[config.mk]
export PLATFORM = sky130hd
export DESIGN_NAME = wrapper_b2a_unit_flat
export DESIGN_NICKNAME = d
export VERILOG_FILES = /design/src/rtl/wrapper_b2a_unit_if.sv /design/src/rtl/wrapper_b2a_unit.sv /design/src/flat_wrapper.sv
export SDC_FILE = /design/constraint.sdc
export NUM_CORES = 2
export LEC_CHECK = 0
export ABC_AREA = 1
export CORE_ASPECT_RATIO = 1.1
export CORE_MARGIN = 4
export CORE_UTILIZATION = 55
export DETAILED_ROUTE_END_ITERATION = 12
export PLACE_DENSITY = 0.83
export SKIP_LAST_GASP = 1
export SLEW_MARGIN = 20
export SYNTH_ARGS = -nofsm -noshare
export SYNTH_HDL_FRONTEND = slang
export SYNTH_SLANG_ARGS = --single-unit
[constraint.sdc]
create_clock -name g_clk -period 22 [get_ports g_clk]
set_input_delay 3.3 -clock g_clk [delete_from_list [all_inputs] [get_ports g_clk]]
set_output_delay 3.3 -clock g_clk [all_outputs]
set_load 0.05 [all_outputs]
[src/rtl/wrapper_b2a_unit_if.sv]
// ---------------------------------------------------------------------------
// wrapper_b2a_unit_if
// Bundle of request, randomness, operand and result signals for the masked
// B2A / masked add-sub unit. Clock and reset are kept outside the bundle.
//
// Handshake: the request fields (valid, op_*, rs*) are sampled only while the
// unit is idle; valid is taken on a rising edge with flush low and an enabled
// op_* high. There is no backpressure. ready is a one-cycle pulse that marks
// rd_s0/rd_s1 as the new result. The rs* inputs must be held from the start
// edge until ready. The z* words are consumed live every cycle.
//
// Signals:
//   flush, valid, op_add, op_sub, op_b2a   request controls (master -> slave)
//   z0..z7                                 fresh random words (z7 reserved)
//   rs1_s0/rs1_s1, rs2_s0/rs2_s1           Boolean operand shares
//   rd_s0/rd_s1                            result shares (slave -> master)
//   ready                                  result-valid pulse
//   dbg_state                              FSM state: 0 IDLE, 1 PREP, 2 PFX, 3 DONE
// ---------------------------------------------------------------------------
interface wrapper_b2a_unit_if #(
  parameter int BIT_WIDTH = 32
);
  logic                 flush;
  logic                 valid;
  logic                 op_add;
  logic                 op_sub;
  logic                 op_b2a;
  logic [BIT_WIDTH-1:0] z0, z1, z2, z3, z4, z5, z6, z7;
  logic [BIT_WIDTH-1:0] rs1_s0, rs1_s1;
  logic [BIT_WIDTH-1:0] rs2_s0, rs2_s1;
  logic [BIT_WIDTH-1:0] rd_s0, rd_s1;
  logic                 ready;
  logic [1:0]           dbg_state;

  modport master (
    output flush, valid, op_add, op_sub, op_b2a,
    output z0, z1, z2, z3, z4, z5, z6, z7,
    output rs1_s0, rs1_s1, rs2_s0, rs2_s1,
    input  rd_s0, rd_s1, ready, dbg_state
  );

  modport slave (
    input  flush, valid, op_add, op_sub, op_b2a,
    input  z0, z1, z2, z3, z4, z5, z6, z7,
    input  rs1_s0, rs1_s1, rs2_s0, rs2_s1,
    output rd_s0, rd_s1, ready, dbg_state
  );
endinterface

[src/rtl/wrapper_b2a_unit.sv]
// ---------------------------------------------------------------------------
// wrapper_b2a_unit
// First-order masked arithmetic unit. The main operation converts a Boolean
// sharing x = rs1_s0 ^ rs1_s1 into an arithmetic sharing with
// rd_s0 - rd_s1 = x (mod 2^BIT_WIDTH). It adds a random word r (z0) to x with
// a masked Kogge-Stone adder, then publishes (x + r, r).
//
// Optional feature macro: WRAPPER_B2A_ADDSUB_EN
//   defined   : op_add / op_sub compute Boolean shares of a + b / a - b.
//   undefined : only op_b2a starts an operation; rs2 and output z6 masking
//               are not built.
//
// Ports:
//   g_clk    rising-edge clock
//   g_reset  asynchronous active-high reset
//   bus      wrapper_b2a_unit_if.slave (request, randomness, operands,
//            result shares, ready pulse, debug state)
//
// Timing: start edge -> PREP -> PFX x log2(BIT_WIDTH) -> DONE; the result
// and ready are registered on the edge leaving DONE (7 edges after start for
// BIT_WIDTH = 32).
// ---------------------------------------------------------------------------
module wrapper_b2a_unit #(
  parameter int BIT_WIDTH = 32
) (
  input  logic              g_clk,
  input  logic              g_reset,
  wrapper_b2a_unit_if.slave bus
);

  localparam int LVLS = $clog2(BIT_WIDTH);
  localparam int LW   = $clog2(LVLS + 1);
  localparam logic [LW-1:0] LAST_LVL = LW'(LVLS);

  typedef enum logic [1:0] {
    S_IDLE = 2'd0,
    S_PREP = 2'd1,
    S_PFX  = 2'd2,
    S_DONE = 2'd3
  } state_t;

  state_t               r_state;
  logic [LW-1:0]        r_lvl;
  logic [BIT_WIDTH-1:0] r_a0, r_a1;
  logic [BIT_WIDTH-1:0] r_mask;
  logic [BIT_WIDTH-1:0] r_p0, r_p1;   // bitwise propagate shares, kept for the sum
  logic [BIT_WIDTH-1:0] r_g0, r_g1;   // group generate shares
  logic [BIT_WIDTH-1:0] r_q0, r_q1;   // group propagate shares
  logic [BIT_WIDTH-1:0] r_rd_s0, r_rd_s1;
  logic                 r_ready;
`ifdef WRAPPER_B2A_ADDSUB_EN
  logic                 r_is_b2a;
  logic                 r_is_sub;
  logic [BIT_WIDTH-1:0] r_b0, r_b1;
`endif

  logic                 w_any_op;
  logic                 w_start;
  logic                 w_cin;
  logic [BIT_WIDTH-1:0] w_b0, w_b1;
  logic [BIT_WIDTH-1:0] w_p0, w_p1;
  logic [BIT_WIDTH-1:0] w_gd0, w_gd1;
  logic [BIT_WIDTH-1:0] w_g0, w_g1;
  logic [31:0]          w_sh, w_span, w_zidx, w_rot;
  logic [BIT_WIDTH-1:0] w_zsel, w_zr;
  logic [BIT_WIDTH-1:0] w_t0, w_t1;
  logic [BIT_WIDTH-1:0] w_gn0, w_gn1;
  logic [BIT_WIDTH-1:0] w_qn0, w_qn1;
  logic [BIT_WIDTH-1:0] w_s0, w_s1;

  // DOM-style masked AND: shares of (x0^x1) & (y0^y1); the cross terms are
  // refreshed by z before being folded into each share.
  function automatic logic [2*BIT_WIDTH-1:0] dom_and(
    input logic [BIT_WIDTH-1:0] x0, x1, y0, y1, z
  );
    logic [BIT_WIDTH-1:0] q0, q1;
    q0 = (x0 & y0) ^ ((x0 & y1) ^ z);
    q1 = (x1 & y1) ^ ((x1 & y0) ^ z);
    return {q0, q1};
  endfunction

`ifdef WRAPPER_B2A_ADDSUB_EN
  assign w_any_op = bus.op_b2a | bus.op_sub | bus.op_add;
  assign w_cin    = r_is_sub;
`else
  assign w_any_op = bus.op_b2a;
  assign w_cin    = 1'b0;
  logic w_unused_ops;
  assign w_unused_ops = ^{bus.op_add, bus.op_sub, bus.rs2_s0, bus.rs2_s1};
`endif
  assign w_start = bus.valid & ~bus.flush & w_any_op;

  // z7 is reserved; it is deliberately never used.
  logic w_unused_z7;
  assign w_unused_z7 = ^bus.z7;

  // PREP: operand B, propagate (linear) and generate (masked AND, z1).
  always_comb begin
`ifdef WRAPPER_B2A_ADDSUB_EN
    w_b0 = r_is_b2a ? bus.z0 : (r_is_sub ? ~r_b0 : r_b0);
    w_b1 = r_is_b2a ? '0 : r_b1;
`else
    w_b0 = bus.z0;
    w_b1 = '0;
`endif
    w_p0 = r_a0 ^ w_b0;
    w_p1 = r_a1 ^ w_b1;
    {w_gd0, w_gd1} = dom_and(r_a0, r_a1, w_b0, w_b1, bus.z1);
    // Carry-in folds into bit 0 as g ^= p (g and p are mutually exclusive),
    // applied to both shares so it stays linear.
    w_g0 = w_gd0 ^ {{(BIT_WIDTH-1){1'b0}}, w_cin & w_p0[0]};
    w_g1 = w_gd1 ^ {{(BIT_WIDTH-1){1'b0}}, w_cin & w_p1[0]};
  end

  // PFX level k = r_lvl: span 2^(k-1), refresh z(k+1) rotated left by k.
  // Group G and P at the same position are disjoint, so the OR of the
  // prefix operator can be an XOR of shares.
  always_comb begin
    w_sh   = 32'(r_lvl) - 32'd1;
    w_span = 32'd1 << w_sh;
    w_zidx = ((32'(r_lvl) + 32'd4) % 32'd5) + 32'd2;
    case (w_zidx)
      32'd2:   w_zsel = bus.z2;
      32'd3:   w_zsel = bus.z3;
      32'd4:   w_zsel = bus.z4;
      32'd5:   w_zsel = bus.z5;
      default: w_zsel = bus.z6;
    endcase
    w_rot = 32'(BIT_WIDTH) - 32'(r_lvl);
    w_zr  = (w_zsel << r_lvl) | (w_zsel >> w_rot);
    {w_t0, w_t1}   = dom_and(r_q0, r_q1, r_g0 << w_span, r_g1 << w_span, w_zr);
    w_gn0 = r_g0 ^ w_t0;
    w_gn1 = r_g1 ^ w_t1;
    {w_qn0, w_qn1} = dom_and(r_q0, r_q1, r_q0 << w_span, r_q1 << w_span, w_zr);
  end

  // Sum shares: the carry into bit i+1 is group generate [i:0]; carry-in
  // enters bit 0 on share 0 only.
  assign w_s0 = r_p0 ^ {r_g0[BIT_WIDTH-2:0], w_cin};
  assign w_s1 = r_p1 ^ {r_g1[BIT_WIDTH-2:0], 1'b0};

  always_ff @(posedge g_clk or posedge g_reset) begin
    if (g_reset) begin
      r_state <= S_IDLE;
      r_lvl   <= '0;
      r_a0    <= '0;
      r_a1    <= '0;
      r_mask  <= '0;
      r_p0    <= '0;
      r_p1    <= '0;
      r_g0    <= '0;
      r_g1    <= '0;
      r_q0    <= '0;
      r_q1    <= '0;
      r_rd_s0 <= '0;
      r_rd_s1 <= '0;
      r_ready <= 1'b0;
`ifdef WRAPPER_B2A_ADDSUB_EN
      r_is_b2a <= 1'b0;
      r_is_sub <= 1'b0;
      r_b0     <= '0;
      r_b1     <= '0;
`endif
    end else begin
      r_ready <= 1'b0;
      if (bus.flush) begin
        // Abort wins over start and over DONE; rd keeps its last value.
        r_state <= S_IDLE;
        r_lvl   <= '0;
      end else begin
        case (r_state)
          S_IDLE: begin
            if (w_start) begin
              r_a0 <= bus.rs1_s0;
              r_a1 <= bus.rs1_s1;
`ifdef WRAPPER_B2A_ADDSUB_EN
              r_b0     <= bus.rs2_s0;
              r_b1     <= bus.rs2_s1;
              r_is_b2a <= bus.op_b2a;
              r_is_sub <= ~bus.op_b2a & bus.op_sub;
`endif
              r_state <= S_PREP;
            end
          end
          S_PREP: begin
            r_p0    <= w_p0;
            r_p1    <= w_p1;
            r_g0    <= w_g0;
            r_g1    <= w_g1;
            r_q0    <= w_p0;
            r_q1    <= w_p1;
            r_mask  <= bus.z0;
            r_lvl   <= LW'(1);
            r_state <= S_PFX;
          end
          S_PFX: begin
            r_g0 <= w_gn0;
            r_g1 <= w_gn1;
            r_q0 <= w_qn0;
            r_q1 <= w_qn1;
            if (r_lvl == LAST_LVL) begin
              r_lvl   <= '0;
              r_state <= S_DONE;
            end else begin
              r_lvl <= r_lvl + LW'(1);
            end
          end
          S_DONE: begin
`ifdef WRAPPER_B2A_ADDSUB_EN
            if (r_is_b2a) begin
              r_rd_s0 <= w_s0 ^ w_s1;
              r_rd_s1 <= r_mask;
            end else begin
              r_rd_s0 <= w_s0 ^ bus.z6;
              r_rd_s1 <= w_s1 ^ bus.z6;
            end
`else
            // x + r is masked by r, so it may be recombined.
            r_rd_s0 <= w_s0 ^ w_s1;
            r_rd_s1 <= r_mask;
`endif
            r_ready <= 1'b1;
            r_state <= S_IDLE;
          end
          default: r_state <= S_IDLE;
        endcase
      end
    end
  end

  assign bus.rd_s0     = r_rd_s0;
  assign bus.rd_s1     = r_rd_s1;
  assign bus.ready     = r_ready;
  assign bus.dbg_state = r_state;

endmodule

[src/flat_wrapper.sv]
// flat-port wrapper written by rule: the top's interface ports become plain ports
module wrapper_b2a_unit_flat 
#(
  parameter int BIT_WIDTH = 32
)
  (g_clk, g_reset, bus_flush, bus_valid, bus_op_add, bus_op_sub, bus_op_b2a, bus_z0, bus_z1, bus_z2, bus_z3, bus_z4, bus_z5, bus_z6, bus_z7, bus_rs1_s0, bus_rs1_s1, bus_rs2_s0, bus_rs2_s1, bus_rd_s0, bus_rd_s1, bus_ready, bus_dbg_state);
  wrapper_b2a_unit_if #(.BIT_WIDTH(BIT_WIDTH)) bus_i ();
  input  logic g_clk;
  input  logic g_reset;
  input wire logic [$bits(bus_i.flush)-1:0] bus_flush;
  input wire logic [$bits(bus_i.valid)-1:0] bus_valid;
  input wire logic [$bits(bus_i.op_add)-1:0] bus_op_add;
  input wire logic [$bits(bus_i.op_sub)-1:0] bus_op_sub;
  input wire logic [$bits(bus_i.op_b2a)-1:0] bus_op_b2a;
  input wire logic [$bits(bus_i.z0)-1:0] bus_z0;
  input wire logic [$bits(bus_i.z1)-1:0] bus_z1;
  input wire logic [$bits(bus_i.z2)-1:0] bus_z2;
  input wire logic [$bits(bus_i.z3)-1:0] bus_z3;
  input wire logic [$bits(bus_i.z4)-1:0] bus_z4;
  input wire logic [$bits(bus_i.z5)-1:0] bus_z5;
  input wire logic [$bits(bus_i.z6)-1:0] bus_z6;
  input wire logic [$bits(bus_i.z7)-1:0] bus_z7;
  input wire logic [$bits(bus_i.rs1_s0)-1:0] bus_rs1_s0;
  input wire logic [$bits(bus_i.rs1_s1)-1:0] bus_rs1_s1;
  input wire logic [$bits(bus_i.rs2_s0)-1:0] bus_rs2_s0;
  input wire logic [$bits(bus_i.rs2_s1)-1:0] bus_rs2_s1;
  output wire logic [$bits(bus_i.rd_s0)-1:0] bus_rd_s0;
  output wire logic [$bits(bus_i.rd_s1)-1:0] bus_rd_s1;
  output wire logic [$bits(bus_i.ready)-1:0] bus_ready;
  output wire logic [$bits(bus_i.dbg_state)-1:0] bus_dbg_state;
  assign bus_i.flush = bus_flush;
  assign bus_i.valid = bus_valid;
  assign bus_i.op_add = bus_op_add;
  assign bus_i.op_sub = bus_op_sub;
  assign bus_i.op_b2a = bus_op_b2a;
  assign bus_i.z0 = bus_z0;
  assign bus_i.z1 = bus_z1;
  assign bus_i.z2 = bus_z2;
  assign bus_i.z3 = bus_z3;
  assign bus_i.z4 = bus_z4;
  assign bus_i.z5 = bus_z5;
  assign bus_i.z6 = bus_z6;
  assign bus_i.z7 = bus_z7;
  assign bus_i.rs1_s0 = bus_rs1_s0;
  assign bus_i.rs1_s1 = bus_rs1_s1;
  assign bus_i.rs2_s0 = bus_rs2_s0;
  assign bus_i.rs2_s1 = bus_rs2_s1;
  assign bus_rd_s0 = bus_i.rd_s0;
  assign bus_rd_s1 = bus_i.rd_s1;
  assign bus_ready = bus_i.ready;
  assign bus_dbg_state = bus_i.dbg_state;
  wrapper_b2a_unit #(.BIT_WIDTH(BIT_WIDTH)) u_core (.g_clk(g_clk), .g_reset(g_reset), .bus(bus_i));
endmodule
* Word-level counts from Yosys, hierarchy flattened
Cells that the tools add are included.
** Storage, ports and cells
- Latch bits :: 0
- Bits in read-only memories :: 0
- Memories :: 0
- RAM bits :: 0
- Flip-flop bits (word level) :: 358
- Bits of input ports :: 391
- Output and inout port bits :: 67
** Operators by class
- Equal/unequal tests :: 10
- Bitwise gates (word level) :: 30
- Multipliers :: 0
- Add/sub/neg operators :: 5
- Magnitude comparators :: 0
- Shifts and indexed selects :: 7
- Mux-type cells :: 14
- Reductions and logical operators :: 8
- Divide/modulo/power cells :: 1
** Operators with widths (number)
- 32-bit bitwise XOR :: 16
- 32-bit bitwise AND :: 10
- 32-bit case mux with 2 select lines :: 4
- 32-bit case mux with 4 select lines :: 1
- 32-bit by 32-bit left shift with 32-bit output :: 4
- 32-bit by 2-bit equality test with 1-bit output (second input constant) :: 2
- 32-bit by 3-bit equality test with 1-bit output (second input constant) :: 2
- 32-bit by 2-bit adder with 32-bit output (second input constant) :: 1
- 32-bit by 3-bit remainder unit with 32-bit output (second input constant) :: 1
- 32-bit bitwise OR :: 1
- 1-bit by 32-bit left shift with 32-bit output (first input constant) :: 1
- 32-bit by 3-bit left shift with 32-bit output :: 1
- 32-bit by 32-bit right shift with 32-bit output :: 1
- 2-bit case mux with 4 select lines :: 1
- 2-bit AND reduction :: 4
- 6-bit by 3-bit subtractor with 7-bit output (first input constant) :: 1
- 2-bit 2-to-1 mux :: 3
- 3-bit 2-to-1 mux :: 2
- 3-bit by 2-bit inequality test with 1-bit output (second input constant) :: 2
- 3-bit case mux with 2 select lines :: 1
- 3-bit by 3-bit adder with 4-bit output (second input constant) :: 1
- 2-bit equality test (second input constant) :: 2
- 3-bit by 1-bit subtractor with 4-bit output (second input constant) :: 1
- 3-bit by 1-bit adder with 3-bit output (second input constant) :: 1
- 9 further kinds :: 11

* Longest topological paths before layout
- Word-level depth :: 11
- Gate-level depth with buffers :: 45

* Worst setup path before layout
OpenSTA, ideal clock, no wires.
- Path kind :: register -> register
- Start :: register u_core.r_lvl[0]
- End :: register u_core.r_g0[9]
- Slack :: 17094 ps
- Arrival :: 4784 ps
- Cell stages (with the launch flop) :: 41
- Clock period less this slack :: 4906 ps
- Data required time :: 21879 ps
- Setup time :: 121 ps
- Cell sequence :: dfrtp_1 > buf_2 > clkinv_1 > clkbuf_1 > ha_1 > nand2_2 > nand2_2 > nand2_1 > nand2_1 > inv_1 > ha_1 > inv_1 > nand3_2 > nand2_2 > nor2_4 > nand2_1 > o21ai_1 > inv_1 > [5 not listed] > nand2_1 > nor2_4 > nand2_2 > nor2_8 > nor2_8 > nand2_8 > buf_4 > or2_2 > nand3_1 > nand2_1 > nand2_1 > nand3_1 > nand2_1 > nand2_1 > nand2_1 > nand2_1 > o21bai_1 > nand2_1
** Between the ends
- Word-level cells in the longest chain between the ends :: 11
** RTL lines
- start, declared :: line wrapper_b2a_unit.sv:43 : logic [LW-1:0] r_lvl;
- start signal, assigned :: line wrapper_b2a_unit.sv:205 : r_lvl <= r_lvl + LW'(1);
- 3-bit by 3-bit adder with 4-bit output :: line wrapper_b2a_unit.sv:121 : w_zidx = ((32'(r_lvl) + 32'd4) % 32'd5) + 32'd2;
- 32-bit by 3-bit remainder unit with 32-bit output :: line wrapper_b2a_unit.sv:121
- 32-bit by 2-bit adder with 32-bit output :: line wrapper_b2a_unit.sv:121
- 32-bit by 3-bit equality test with 1-bit output or 32-bit by 2-bit equality test with 1-bit output (tied branches) :: line wrapper_b2a_unit.sv:122 : case (w_zidx)
- 32-bit case mux with 4 select lines :: line wrapper_b2a_unit.sv:122
- 32-bit by 32-bit right shift with 32-bit output or 32-bit by 3-bit left shift with 32-bit output (tied branches) :: line wrapper_b2a_unit.sv:130 : w_zr = (w_zsel << r_lvl) | (w_zsel >> w_rot);
- 32-bit bitwise OR :: line wrapper_b2a_unit.sv:130
- 32-bit bitwise XOR :: line wrapper_b2a_unit.sv:77 : q0 = (x0 & y0) ^ ((x0 & y1) ^ z);
- 32-bit bitwise XOR (*) :: line wrapper_b2a_unit.sv:77
- 32-bit bitwise XOR (*) :: line wrapper_b2a_unit.sv:132 : w_gn0 = r_g0 ^ w_t0;
- 32-bit case mux with 2 select lines (*) :: line wrapper_b2a_unit.sv:171 : case (r_state)
- end signal, assigned :: line wrapper_b2a_unit.sv:188 : r_g0 <= w_g0;
- end signal, assigned :: line wrapper_b2a_unit.sv:197 : r_g0 <= w_gn0;
- end, declared :: line wrapper_b2a_unit.sv:47 : logic [BIT_WIDTH-1:0] r_g0, r_g1;
Mark *: on every way between the ends. The rest lies on a longest branch, timed or not.
A chain may end at the register's enable or synchronous reset.

* Worst setup path in the final report
- Start :: register u_core.r_lvl[1]
- End :: register u_core.r_g0[11]
The elaborated chain is that of the path after synthesis.

==> results.md <==
- Critical Path AT: about 7300 ps
- Syn_nets: 4893
- RSZ-0062 raised after global routing: false
- Io pins: about 460
- IR drop worst, VDD: 0.0985 mV
- Post-synthesis cell count: 4451
- Hold WS: 461 ps
- Internal power: between 2 and 3 mW
- Worst-margin pin slew: ~1000 ps
- Area Overhead vs Synth: 18.1%
- Vias in the first global route: ~28000
- GR met3 Demand/Resource: 0.0863
- FP Rows: 87
- First-pass GRT wire length: roughly 160000 µm
- Syn Std Cell Area: 28800 µm²
- DP HPWL: about 76000 µm
- Floorplan die height: around 250 µm
- Setup slack, reg-to-reg: around 15000 ps
- Crit share post-route: 0.311
- Setup Skew: between 20 and 25 ps
- Part of the power in registers: 0.210
- PostCTS Resize Cnt: 0
- Synth unique cells: 53
- Most frequent cells in the layout: nand2_1, o21ai_0, nand3_1, inv_1, clkdlybuf4s50_1
- Final WL: around 100000 µm
- Number of port buffers: between 300 and 400
- H-tree depth: 2
- Die W: roughly 230 µm
- Detail Route Antenna Nets: 0
- Post-CTS Setup Repair Bufs: 0
- Gate power share: 0.663
- Most common cell after layout, fill and taps aside: nand2_1
- Multi-input logic area: between 15000 and 20000 µm²
- Dpl cells: ~5300
- Sequential cell area fraction in the yosys report: 0.307
- Reg2reg end: u_core.r_g0[11]
- Hold Path Sink: u_core.bus.rd_s1[29]
- FILL cells: 4603
- Design area: roughly 34000 µm²
- Final Util: 0.660
- Hold path depth: 2
- Critical Path Source Type: register
- Critical Path RT: approximately 22000 ps
- Full die area: roughly 56000 µm²
- # Max-Cap Violations: 0
- GRT overflow: 0
- CTS tree: yes
- Crit. Startpoint: u_core.r_lvl[1]
- Layout Cells excl Fill: roughly 5300
- Pwr Density: between 150 and 200 nW/µm²
- Share of cells above drive strength 1: 0.0529
- Via count: a little over 30000
- Clk_lat worst skew: 580 ps
- R2R depth: 39
- Pin count of the biggest net entering global routing: ~180
- Num CTS Buffers: 39
- Worst r2r src: u_core.r_lvl[1]
- Grt met2 use: 0.525
- Initial DRC Count: 3356
- DR vias/cell: between 5 and 6
- Nets: 5083
- Relative slew slack: 0.315
- Met1 Usage GRT: 0.474
- Sink Count: around 350
- Flip-flop and latch area: ~9000 µm²
- Switch Pwr: between 3 and 4 mW
- Hold Violations, Final: 0
- Worst path max stage delay: approximately 770 ps
- Crit path max fanout: 50
- Critical-path top delay cell: nor2_4
- Top cell by count, worst path: nand2_1
- CTS clock-pin slew for the worst setup and hold paths: approximately 70 ps
- Final Wtd Congestion: about 1.0
- Post-DP Area: 32600 µm²
- Min-Delay Path Class: register to register
- Post-route minimum period: 6840 ps
- FMAX: 146 MHz
- Leakage power: around 17 nW
- Syn_area_per_cell: around 6.5 µm²
- Run status: finished clean
- Crit end category: register
- Post-DR wirelength/cell: approximately 19 µm
- Switching share of total power: 0.541
- Hold_sp: u_core.r_mask[29]
- Layer with the highest usage: met2
- Area of the core: ~52000 µm²
- Final setup viols: 0
- Initial antenna violation count: 6
- Max clock buf depth: 3
- Clock Tree Root: clkbuf_16
- Hold_buf cts: 0
- Total Routing Usage GR: 0.349
- TNS Setup: 0 ps
- Detailed Routing Iterations Pass 1: 6
- Synth Warn #: 0
- Clock power share: 0.127
- Initial core utilization: 0.559
- DRC errors left: 0
- Critical path class: register to register
- Register bit total from synthesis: between 300 and 400
- Final Max Slew Viols: 0
[through the flow]
stage	power (mW)	worst slack (ps)
2_1_floorplan	3.88	8880
3_3_place_gp	4.89	15420
3_5_place_dp	4.97	15310
4_1_cts	5.76	15300
5_1_grt	6.27	14590
6_report	5.85	15160
[worst max path at each step]
stage | slack (ps) | endpoint | cells past startpoint
final | 15160 | u_core.r_g0[11] | 39
after detailed placement | 15310 | u_core.r_q0[12] | 39
after CTS | 15300 | u_core.r_g0[11] | 34
after floorplan | 8880 | u_core.bus.dbg_state[0] | 1
after global routing | 14590 | u_core.r_q0[12] | 34
after global placement | 15420 | u_core.r_g0[11] | 34
[critical path, delay by kind of cell (launching register included)]
| kind | cells | cell delay, ps |
|---|---|---|
| buffers and inverters | 5 | 800 |
| AOI/OAI and AO/OA | 2 | 230 |
| and+or+nand+nor | 29 | 4600 |
| adders and majority gates | 3 | 720 |
| DFF | 1 | 320 |
[layout make-up]
| class | instances | area share |
|---|---|---|
| antenna | 2 | 0.000147 |
| multi-input combinational | 3445 | 0.514 |
| clock buffer | 52 | 0.0322 |
| clock inverter | 20 | 0.0103 |
| timing repair buffer | 391 | 0.113 |
| inverter | 410 | 0.0456 |
| tap | 667 | 0.0245 |
| sequential | 354 | 0.260 |
[cells by family after synthesis]
logic type	Yosys count	synth area share
muxes	61	0.0238
buffers and inverters	652	0.0880
adders and majority gates	51	0.0221
DFF	354	0.307
xor gates and xnor gates	276	0.0838
AOI/OAI and AO/OA	737	0.137
and+or+nand+nor	2320	0.338
[synth_stat cells, drive strengths merged]
| master | n | area share |
|---|---|---|
| nand2 | 1507 | 0.20 |
| o21ai | 468 | 0.082 |
| inv | 406 | 0.053 |
| nand3 | 404 | 0.071 |
| dfrtp | 354 | 0.31 |
| nor2 | 281 | 0.039 |
| a21oi | 193 | 0.034 |
| xnor2 | 171 | 0.052 |
| clkbuf | 154 | 0.020 |
| xor2 | 105 | 0.032 |
| buf | 88 | 0.015 |
| nand4 | 77 | 0.017 |
| ha | 51 | 0.022 |
| mux2 | 41 | 0.016 |
| or2 | 23 | 0.0051 |
| o211ai | 21 | 0.0065 |
| mux2i | 20 | 0.0078 |
| nand3b | 19 | 0.0049 |
| a31oi | 15 | 0.0033 |
| nor3 | 9 | 0.0016 |
| o21bai | 9 | 0.0023 |
| o221ai | 7 | 0.0021 |
| clkinv | 4 | 0.00052 |
| o22ai | 4 | 0.00087 |
| a22oi | 3 | 0.00078 |
| a32o | 3 | 0.0010 |
| o21a | 3 | 0.00078 |
| o31ai | 3 | 0.00078 |
| a221o | 2 | 0.00069 |
| o311ai | 2 | 0.00061 |
| a211oi | 1 | 0.00026 |
| a22o | 1 | 0.00030 |
| a311oi | 1 | 0.00030 |
| o32ai | 1 | 0.00030 |
[state kept, by name, summed over array words and instances, names as in the netlist, 32 cells and up]
name	cells
u_core.bus.rd_s1	32
u_core.bus.rd_s0	32
u_core.r_a0	32
u_core.r_mask	32
u_core.r_p1	32
u_core.r_p0	32
u_core.r_a1	32
[power by group through the flow]
stage / Sequential, mW / Combinational [mW] / Clock [mW]
global route: 1.26 / 4.23 / 0.776
global placement: 1.21 / 3.68 / 0
finish: 1.23 / 3.88 / 0.743
CTS: 1.22 / 3.79 / 0.749
floorplan: 1.36 / 2.52 / 0
detailed placement: 1.22 / 3.75 / 0
[metal layers]
layer	vias to the layer above	part of all wire
li1	14700	-
met1	14300	0.41
met2	1409	0.43
met3	275	0.11
met4	4	0.057
met5	-	0.00024
Power figures use the tool's default switching activity.
